==> src/rtl/sincos_to_phase_pkg.sv <==
// Shared widths, quadrant encoding and the CORDIC arctangent table for
// the sign-magnitude (cos, sin) to phase/magnitude converter.
package sincos_to_phase_pkg;

   localparam int IN_W    = 18;  // magnitude bits of each sign-magnitude input
   localparam int ANGLE_W = 20;  // phase word, 2^20 = full circle
   localparam int XY_W    = 21;  // signed x/y datapath width

   // Quadrant code built from the input sign bits as {qc, qs}
   typedef enum logic [1:0] {
      QUAD_I   = 2'b00,  // cos >= 0, sin >= 0
      QUAD_IV  = 2'b01,  // cos >= 0, sin <  0
      QUAD_II  = 2'b10,  // cos <  0, sin >= 0
      QUAD_III = 2'b11   // cos <  0, sin <  0
   } quad_t;

   // atan(2^-k) scaled so 2^(ANGLE_W+zguard) is a full circle.
   // The table holds the angles at 2^32 per turn; the requested scale is
   // reached by one rounded right shift.
   function automatic logic [31:0] atan_lut(input int k, input int zguard);
      logic [32:0] t;
      int          sh;
      case (k)
         0:       t = 33'd536870912;
         1:       t = 33'd316933406;
         2:       t = 33'd167458907;
         3:       t = 33'd85004756;
         4:       t = 33'd42667331;
         5:       t = 33'd21354465;
         6:       t = 33'd10679838;
         7:       t = 33'd5340245;
         8:       t = 33'd2670163;
         9:       t = 33'd1335087;
         10:      t = 33'd667544;
         11:      t = 33'd333772;
         12:      t = 33'd166886;
         13:      t = 33'd83443;
         14:      t = 33'd41722;
         15:      t = 33'd20861;
         16:      t = 33'd10430;
         17:      t = 33'd5215;
         18:      t = 33'd2608;
         19:      t = 33'd1304;
         default: t = 33'd0;
      endcase
      sh = 32 - ANGLE_W - zguard;
      t  = t + ((33'd1 << sh) >> 1);
      return 32'(t >> sh);
   endfunction

endpackage

==> src/rtl/cordic_vec_stage.sv <==
// One vectoring-mode CORDIC micro-rotation: steers y towards zero and
// accumulates the applied rotation in z. Quadrant and zero flags ride along.
module cordic_vec_stage
   import sincos_to_phase_pkg::*;
#(
   parameter int              SHIFT    = 0,
   parameter int              Z_W      = 22,
   parameter logic [Z_W-1:0]  ATAN_VAL = '0
) (
   input  logic              clk,
   input  logic              rst,
   input  logic              vld_p0,
   input  logic [XY_W-1:0]   x_p0,
   input  logic [XY_W-1:0]   y_p0,
   input  logic [Z_W-1:0]    z_p0,
   input  logic              qc_p0,
   input  logic              qs_p0,
   input  logic              zero_p0,
   output logic              vld_p1,
   output logic [XY_W-1:0]   x_p1,
   output logic [XY_W-1:0]   y_p1,
   output logic [Z_W-1:0]    z_p1,
   output logic              qc_p1,
   output logic              qs_p1,
   output logic              zero_p1
);

   localparam int                     RND_I  = (1 << SHIFT) >> 1;
   localparam logic signed [Z_W-1:0]  ATAN_S = $signed(ATAN_VAL);

   logic signed [XY_W-1:0] x_s;
   logic signed [XY_W-1:0] y_s;
   logic signed [Z_W-1:0]  z_s;

   assign x_s = $signed(x_p0);
   assign y_s = $signed(y_p0);
   assign z_s = $signed(z_p0);

   // Shift by SHIFT with round-half-up; a plain arithmetic shift floors
   // every step and the bias piles up in x over the late stages.
   function automatic logic signed [XY_W-1:0] rshift(input logic signed [XY_W-1:0] v);
      logic signed [XY_W:0] t;
      t = {v[XY_W-1], v} + (XY_W+1)'(RND_I);
      return XY_W'(t >>> SHIFT);
   endfunction

   // Valid tracking, cleared on reset so in-flight samples are dropped
   always_ff @(posedge clk) begin
      if (rst) vld_p1 <= 1'b0;
      else     vld_p1 <= vld_p0;
   end

   // Micro-rotation: both updates use the pre-rotation x and y
   always_ff @(posedge clk) begin
      if (!y_s[XY_W-1]) begin
         x_p1 <= x_s + rshift(y_s);
         y_p1 <= y_s - rshift(x_s);
         z_p1 <= z_s + ATAN_S;
      end else begin
         x_p1 <= x_s - rshift(y_s);
         y_p1 <= y_s + rshift(x_s);
         z_p1 <= z_s - ATAN_S;
      end
      qc_p1   <= qc_p0;
      qs_p1   <= qs_p0;
      zero_p1 <= zero_p0;
   end

endmodule

==> src/rtl/sincos_to_phase.sv <==
// Sign-magnitude (cos, sin) to phase angle and CORDIC-scaled magnitude.
// Fold to the first quadrant, run ITER vectoring stages, unfold the angle.
module sincos_to_phase
   import sincos_to_phase_pkg::*;
#(
   parameter int ITER   = 18,
   parameter int ZGUARD = 2
) (
   input  logic        clk,
   input  logic        rst,
   input  logic        in_valid,
   input  logic [18:0] cos_in,
   input  logic [18:0] sin_in,
   output logic        out_valid,
   output logic [19:0] angle,
   output logic [19:0] mag
);

   localparam int                        Z_W       = ANGLE_W + ZGUARD;
   localparam int                        ZRND      = (1 << ZGUARD) >> 1;
   localparam logic signed [Z_W:0]       A_MAX     = (Z_W+1)'(1 << (ANGLE_W-2));
   localparam logic [ANGLE_W-1:0]        HALF_TURN = ANGLE_W'(1 << (ANGLE_W-1));

   // Round the guarded angle to ANGLE_W bits and clamp to [0, pi/2]
   function automatic logic [ANGLE_W-1:0] round_clamp(input logic [Z_W-1:0] z);
      logic signed [Z_W:0] t;
      t = {z[Z_W-1], z} + (Z_W+1)'(ZRND);
      t = t >>> ZGUARD;
      if (t < 0)          return '0;
      else if (t > A_MAX) return A_MAX[ANGLE_W-1:0];
      else                return t[ANGLE_W-1:0];
   endfunction

   // Map a first-quadrant angle back to the quadrant of the input
   function automatic logic [ANGLE_W-1:0] unfold(input logic [ANGLE_W-1:0] a, input quad_t q);
      case (q)
         QUAD_I:   return a;
         QUAD_II:  return HALF_TURN - a;
         QUAD_III: return HALF_TURN + a;
         default:  return ANGLE_W'(0) - a;
      endcase
   endfunction

   // x is non-negative by construction; a negative value is forced to zero
   function automatic logic [ANGLE_W-1:0] mag_sat(input logic [XY_W-1:0] x);
      if (x[XY_W-1]) return '0;
      else           return x[ANGLE_W-1:0];
   endfunction

   logic              vld_p0;
   logic [XY_W-1:0]   x_p0;
   logic [XY_W-1:0]   y_p0;
   logic              qc_p0;
   logic              qs_p0;
   logic              zero_p0;

   logic              vld_pn  [0:ITER];
   logic [XY_W-1:0]   x_pn    [0:ITER];
   logic [XY_W-1:0]   y_pn    [0:ITER];
   logic [Z_W-1:0]    z_pn    [0:ITER];
   logic              qc_pn   [0:ITER];
   logic              qs_pn   [0:ITER];
   logic              zero_pn [0:ITER];

   // ---- stage 0: fold to first quadrant ----
   // Valid enters the shift chain; reset clears it
   always_ff @(posedge clk) begin
      if (rst) vld_p0 <= 1'b0;
      else     vld_p0 <= in_valid;
   end

   // Magnitudes become non-negative x/y, signs are kept for the unfold
   always_ff @(posedge clk) begin
      x_p0    <= {{(XY_W-IN_W){1'b0}}, cos_in[IN_W-1:0]};
      y_p0    <= {{(XY_W-IN_W){1'b0}}, sin_in[IN_W-1:0]};
      qc_p0   <= cos_in[IN_W];
      qs_p0   <= sin_in[IN_W];
      zero_p0 <= (cos_in[IN_W-1:0] == '0) && (sin_in[IN_W-1:0] == '0);
   end

   assign vld_pn[0]  = vld_p0;
   assign x_pn[0]    = x_p0;
   assign y_pn[0]    = y_p0;
   assign z_pn[0]    = '0;
   assign qc_pn[0]   = qc_p0;
   assign qs_pn[0]   = qs_p0;
   assign zero_pn[0] = zero_p0;

   // ---- stages 1..ITER: vectoring micro-rotations ----
   for (genvar k = 0; k < ITER; k++) begin : g_stage
      cordic_vec_stage #(
         .SHIFT    (k),
         .Z_W      (Z_W),
         .ATAN_VAL (Z_W'(atan_lut(k, ZGUARD)))
      ) u_stage (
         .clk     (clk),
         .rst     (rst),
         .vld_p0  (vld_pn[k]),
         .x_p0    (x_pn[k]),
         .y_p0    (y_pn[k]),
         .z_p0    (z_pn[k]),
         .qc_p0   (qc_pn[k]),
         .qs_p0   (qs_pn[k]),
         .zero_p0 (zero_pn[k]),
         .vld_p1  (vld_pn[k+1]),
         .x_p1    (x_pn[k+1]),
         .y_p1    (y_pn[k+1]),
         .z_p1    (z_pn[k+1]),
         .qc_p1   (qc_pn[k+1]),
         .qs_p1   (qs_pn[k+1]),
         .zero_p1 (zero_pn[k+1])
      );
   end

   // ---- stage ITER+1: unfold and register outputs ----
   // Outputs only change on a valid sample and hold across bubbles
   always_ff @(posedge clk) begin
      if (rst) begin
         out_valid <= 1'b0;
         angle     <= '0;
         mag       <= '0;
      end else begin
         out_valid <= vld_pn[ITER];
         if (vld_pn[ITER]) begin
            if (zero_pn[ITER]) begin
               angle <= '0;
               mag   <= '0;
            end else begin
               angle <= unfold(round_clamp(z_pn[ITER]), quad_t'({qc_pn[ITER], qs_pn[ITER]}));
               mag   <= mag_sat(x_pn[ITER]);
            end
         end
      end
   end

endmodule

==> config.mk <==
export PLATFORM = sky130hd
export DESIGN_NAME = sincos_to_phase
export DESIGN_NICKNAME = d
export VERILOG_FILES = /design/src/rtl/sincos_to_phase_pkg.sv /design/src/rtl/cordic_vec_stage.sv /design/src/rtl/sincos_to_phase.sv
export SDC_FILE = /design/constraint.sdc
export NUM_CORES = 2
export LEC_CHECK = 0
export BUFFER_PORTS_ARGS = -buffer_cell sky130_fd_sc_hd__buf_2
export CELL_PAD_IN_SITES_DETAIL_PLACEMENT = 2
export CELL_PAD_IN_SITES_GLOBAL_PLACEMENT = 2
export CORE_MARGIN = 2
export CORE_UTILIZATION = 44
export DETAILED_ROUTE_END_ITERATION = 8
export PLACE_DENSITY_LB_ADDON = 0.1
export SYNTH_ARGS = -nofsm -noshare
export SYNTH_HDL_FRONTEND = slang
export SYNTH_SLANG_ARGS = --single-unit
==> constraint.sdc <==
create_clock -name clk -period 12.7 [get_ports clk]
set_input_delay 0.635 -clock clk [delete_from_list [all_inputs] [get_ports clk]]
set_output_delay 0.635 -clock clk [all_outputs]
set_load 0.005 [all_outputs]
==> run summary <==
status = complete, no violations
area overhead of the layout relative to synthesis = 9.95%
fraction of the yosys area taken by sequential cells = 27.8%
final-report max-slew violation count = 0
flip-flop and latch count after synthesis = 1,196
sequential cell area in the final layout = 0.0240 sq mm
transition time of the tightest slew-check pin = 1130 ps
all-layer global routing usage = 30.6%
capture point of the worst reg-to-reg path = g_stage[4].u_stage.y_p1[20]$_DFF_P_
Synth warnings = 0
die area = 0.199 sq mm
iteration count of the initial detailed-routing pass = 5
area of the mapped netlist = 0.0862 sq mm
die width = 447 um
cell count after synthesis = 10,300
commonest register cell after synthesis = dfxtp_1
endpoint of the worst hold-timing path = vld_p0$_SDFF_PP0_
FMAX = 192 MHz
post-detailed-routing wire length = 310 mm
gpl congestion = 0.899
# fillers = 21,400
number of global-route vias before repair = 85,200
multi-input gate area in the final layout = 0.0600 sq mm
largest net degree at the start of global routing = 56
starting density of the core = 44.2%
met3 wire len = 7.70 mm
Slew headroom = 23.9%
beginning of the worst hold path = in_valid
Port Buffers = 81
worst hold path stage count = 2
fraction of layout instances using a drive strength above 1 = 4.51%
total I/O pin count = 82
WL/cell = 23.6 um
synthesized netlist net count = 11,500
count of routing violations after the opening detailed-route iteration = 3,341
clock insertion delay at the later pin of the skew report = 830 ps
Setup TNS = 0 ps
Nets = 11,600
post-detailed-route DRC marker count = 0
Gates resized, CTS repair = 0
Syn Area/Cell = 8.36 sq um
setup repair after global routing missed its margin = false
TritonCTS clock tree = built
Setup crit start kind = flop
Crit. End Element = flop
row count = 162
Overflow after GRT = 0
clock buffer count from CTS = 147
routed wl met2 = 156 mm
highest routed layer = met5
arrival time of data at the critical path endpoint = 5910 ps
average vias per placed instance = 5.86
peak fanout along the critical path = 6
kind of path behind the tightest hold check = input pin to flop
final hold violation count = 0
Post-synth EDFFs = 0
Worst Path Required = 13,390 ps
deepest clock path buffer count = 3
met1 layer wirelength in the final routing = 133 mm
number of setup violations in the final report = 0
number of antenna violations at the first check in global routing = 8
crit share post-route = 41.1%
Crit Path Category = flop to flop
clock transition at the register clock pins on the worst setup and hold paths after CTS = 60 ps
core area = 0.195 sq mm
clock net sink count = 1,196
Max H-tree Level = 4
worst reg2reg path startpoint = g_stage[3].u_stage.x_p1[4]$_DFF_P_
vias = 77,100
minimum clock period = 5220 ps
vertical die dimension = 447 um
Detail Route Antenna Nets = 0
worst reg-to-reg path cell count = 20
slack of the worst reg-to-reg path = 7480 ps
clock skew after layout = 33.5 ps
cell at the root of the clock tree = clkbuf_16
Cell variety after synth = 85
wire length of the first global-routing pass = 490 mm
detailed placer's ending HPWL = 237 mm
number of violations of the max-capacitance limit = 0
Post-synth ARST share = 0%
stage by stage:
stage	hold slack (ps)	area (sq um)	setup slack (ps)	utilization, %	cells
6_report	66.5	94800	7480	48.6	13200
5_1_grt	69.7	94700	7020	48.6	13200
4_1_cts	15.2	94700	7440	48.6	13200
3_5_place_dp	313	89300	7510	45.9	12800
3_3_place_gp	310	89300	7830	45.9	12800
2_1_floorplan	310	86200	8350	-	10300
area by class of cell:
cell class                 count  share of cell area (%)
clock inverter                71                    1.01
clock buffer                 198                    4.30
timing repair buffer         147                    1.05
sequential                  1196                    25.3
inverter                     395                    1.56
multi-input combinational   8520                    63.3
tap                         2624                    3.46
antenna                        5                  0.0132
worst max-delay path by stage:
stage / start / to / slack, ps / depth (start not counted)
CTS: g_stage[15].u_stage.y_p1[20]$_DFF_P_ / g_stage[16].u_stage.x_p1[20]$_DFF_P_ / 7440 / 18
global placement: g_stage[15].u_stage.y_p1[20]$_DFF_P_ / g_stage[16].u_stage.x_p1[20]$_DFF_P_ / 7830 / 18
detailed placement: g_stage[15].u_stage.y_p1[20]$_DFF_P_ / g_stage[16].u_stage.x_p1[20]$_DFF_P_ / 7510 / 18
finish: g_stage[3].u_stage.x_p1[4]$_DFF_P_ / g_stage[4].u_stage.y_p1[20]$_DFF_P_ / 7480 / 20
global route: g_stage[15].u_stage.y_p1[20]$_DFF_P_ / g_stage[16].u_stage.x_p1[20]$_DFF_P_ / 7020 / 18
floorplan: g_stage[15].u_stage.y_p1[20]$_DFF_P_ / g_stage[16].u_stage.x_p1[20]$_DFF_P_ / 8350 / 18
metal layers:
metal / vias up / global-route usage, %
met1: 38700 / 36.3
met3: 544 / 3.20
li1: 36800 / -
met4: 4 / 12.3
met2: 1082 / 55.8
met5: - / 0
logic make-up after synthesis:
| kind of cell | Yosys count | synth area share [%] |
|---|---|---|
| fa+ha+maj | 1128 | 16.8 |
| mux | 35 | 0.420 |
| simple gates | 3440 | 19.3 |
| xor+xnor | 1558 | 15.8 |
| compound gates | 2359 | 17.3 |
| flops | 1196 | 27.8 |
| buf+inv | 593 | 2.60 |
cell usage in the layout (no fill, tap or decap), types with 65 or more instances in the layout:
cell type	synthesis	layout
dfxtp_1	1196	1187
nor2_1	1090	1089
ha_1	1079	1079
xnor2_1	1070	1070
a21oi_1	693	693
nand2_1	617	617
o21ai_0	520	520
xor2_1	488	488
nand3_1	426	426
inv_1	388	388
nor3_1	294	294
and3_1	267	267
a21o_1	177	177
nor2b_1	175	175
a31oi_1	169	169
o21a_1	152	152
clkbuf_16	0	147
nand2b_1	96	96
o21bai_1	90	90
and2_1	84	84
nand4_1	83	83
buf_2	5	81
or3_1	80	80
o31ai_1	72	72
or2_2	65	65
registers in the layout (all words and copies together) (netlist names):
signal,count
x_p0,18
qc_p0,1
g_stage.u_stage.x_p1,376
mag,20
out_valid,1
g_stage.u_stage.y_p1,338
g_stage.u_stage.qs_p1,18
y_p0,18
g_stage.u_stage.vld_p1,18
qs_p0,1
g_stage.u_stage.z_p1,329
vld_p0,1
g_stage.u_stage.qc_p1,18
g_stage.u_stage.zero_p1,18
zero_p0,1
angle,20
cell usage after synthesis, types with 44 or more instances:
library cell / n / area, sq um
o31ai_1: 72 / 541
o21a_1: 152 / 1140
nor3_1: 294 / 1470
nand2b_1: 96 / 601
dfxtp_1: 1196 / 23900
or2_2: 65 / 407
nand3_1: 426 / 2130
nand4_1: 83 / 519
nor2b_1: 175 / 1090
nor2_1: 1090 / 4090
xnor2_1: 1070 / 9370
and2_1: 84 / 526
inv_1: 388 / 1460
nor4_1: 44 / 275
or3_1: 80 / 500
a211oi_1: 55 / 413
and3_1: 267 / 1670
xor2_1: 488 / 4270
ha_1: 1079 / 13500
o21bai_1: 90 / 676
a21oi_1: 693 / 3470
o211ai_1: 50 / 375
nand2_1: 617 / 2320
a21o_1: 177 / 1330
o21ai_0: 520 / 2600
clkbuf_1: 159 / 597
o41ai_1: 45 / 394
fa_1: 49 / 981
a31oi_1: 169 / 1060
repair_timing:
item                      in CTS  in global routing
buffers inserted               0                  0
hold buffers                  38                  0
hold endpoints to repair      38                  0
critical path: stages (launching register included):
cell and delay (ps):
dfxtp_1 400, ha_1 350, nand3_1 170, xor2_1 290, nand2_1 100, nor3_1 490
and4_1 350, o21ai_0 190, mux2i_1 180, o31ai_1 300, xnor2_1 170, ha_1 310
a21o_1 220, a21o_1 200, nor3_1 160, o211ai_1 140, a31oi_1 320, nor2b_1 100
o21a_1 190, o41ai_1 340, xnor2_1 120
Power is left out: the tool's default activity adds up to more than one toggle a clock period on the data nets, which glitch-free logic cannot reach.
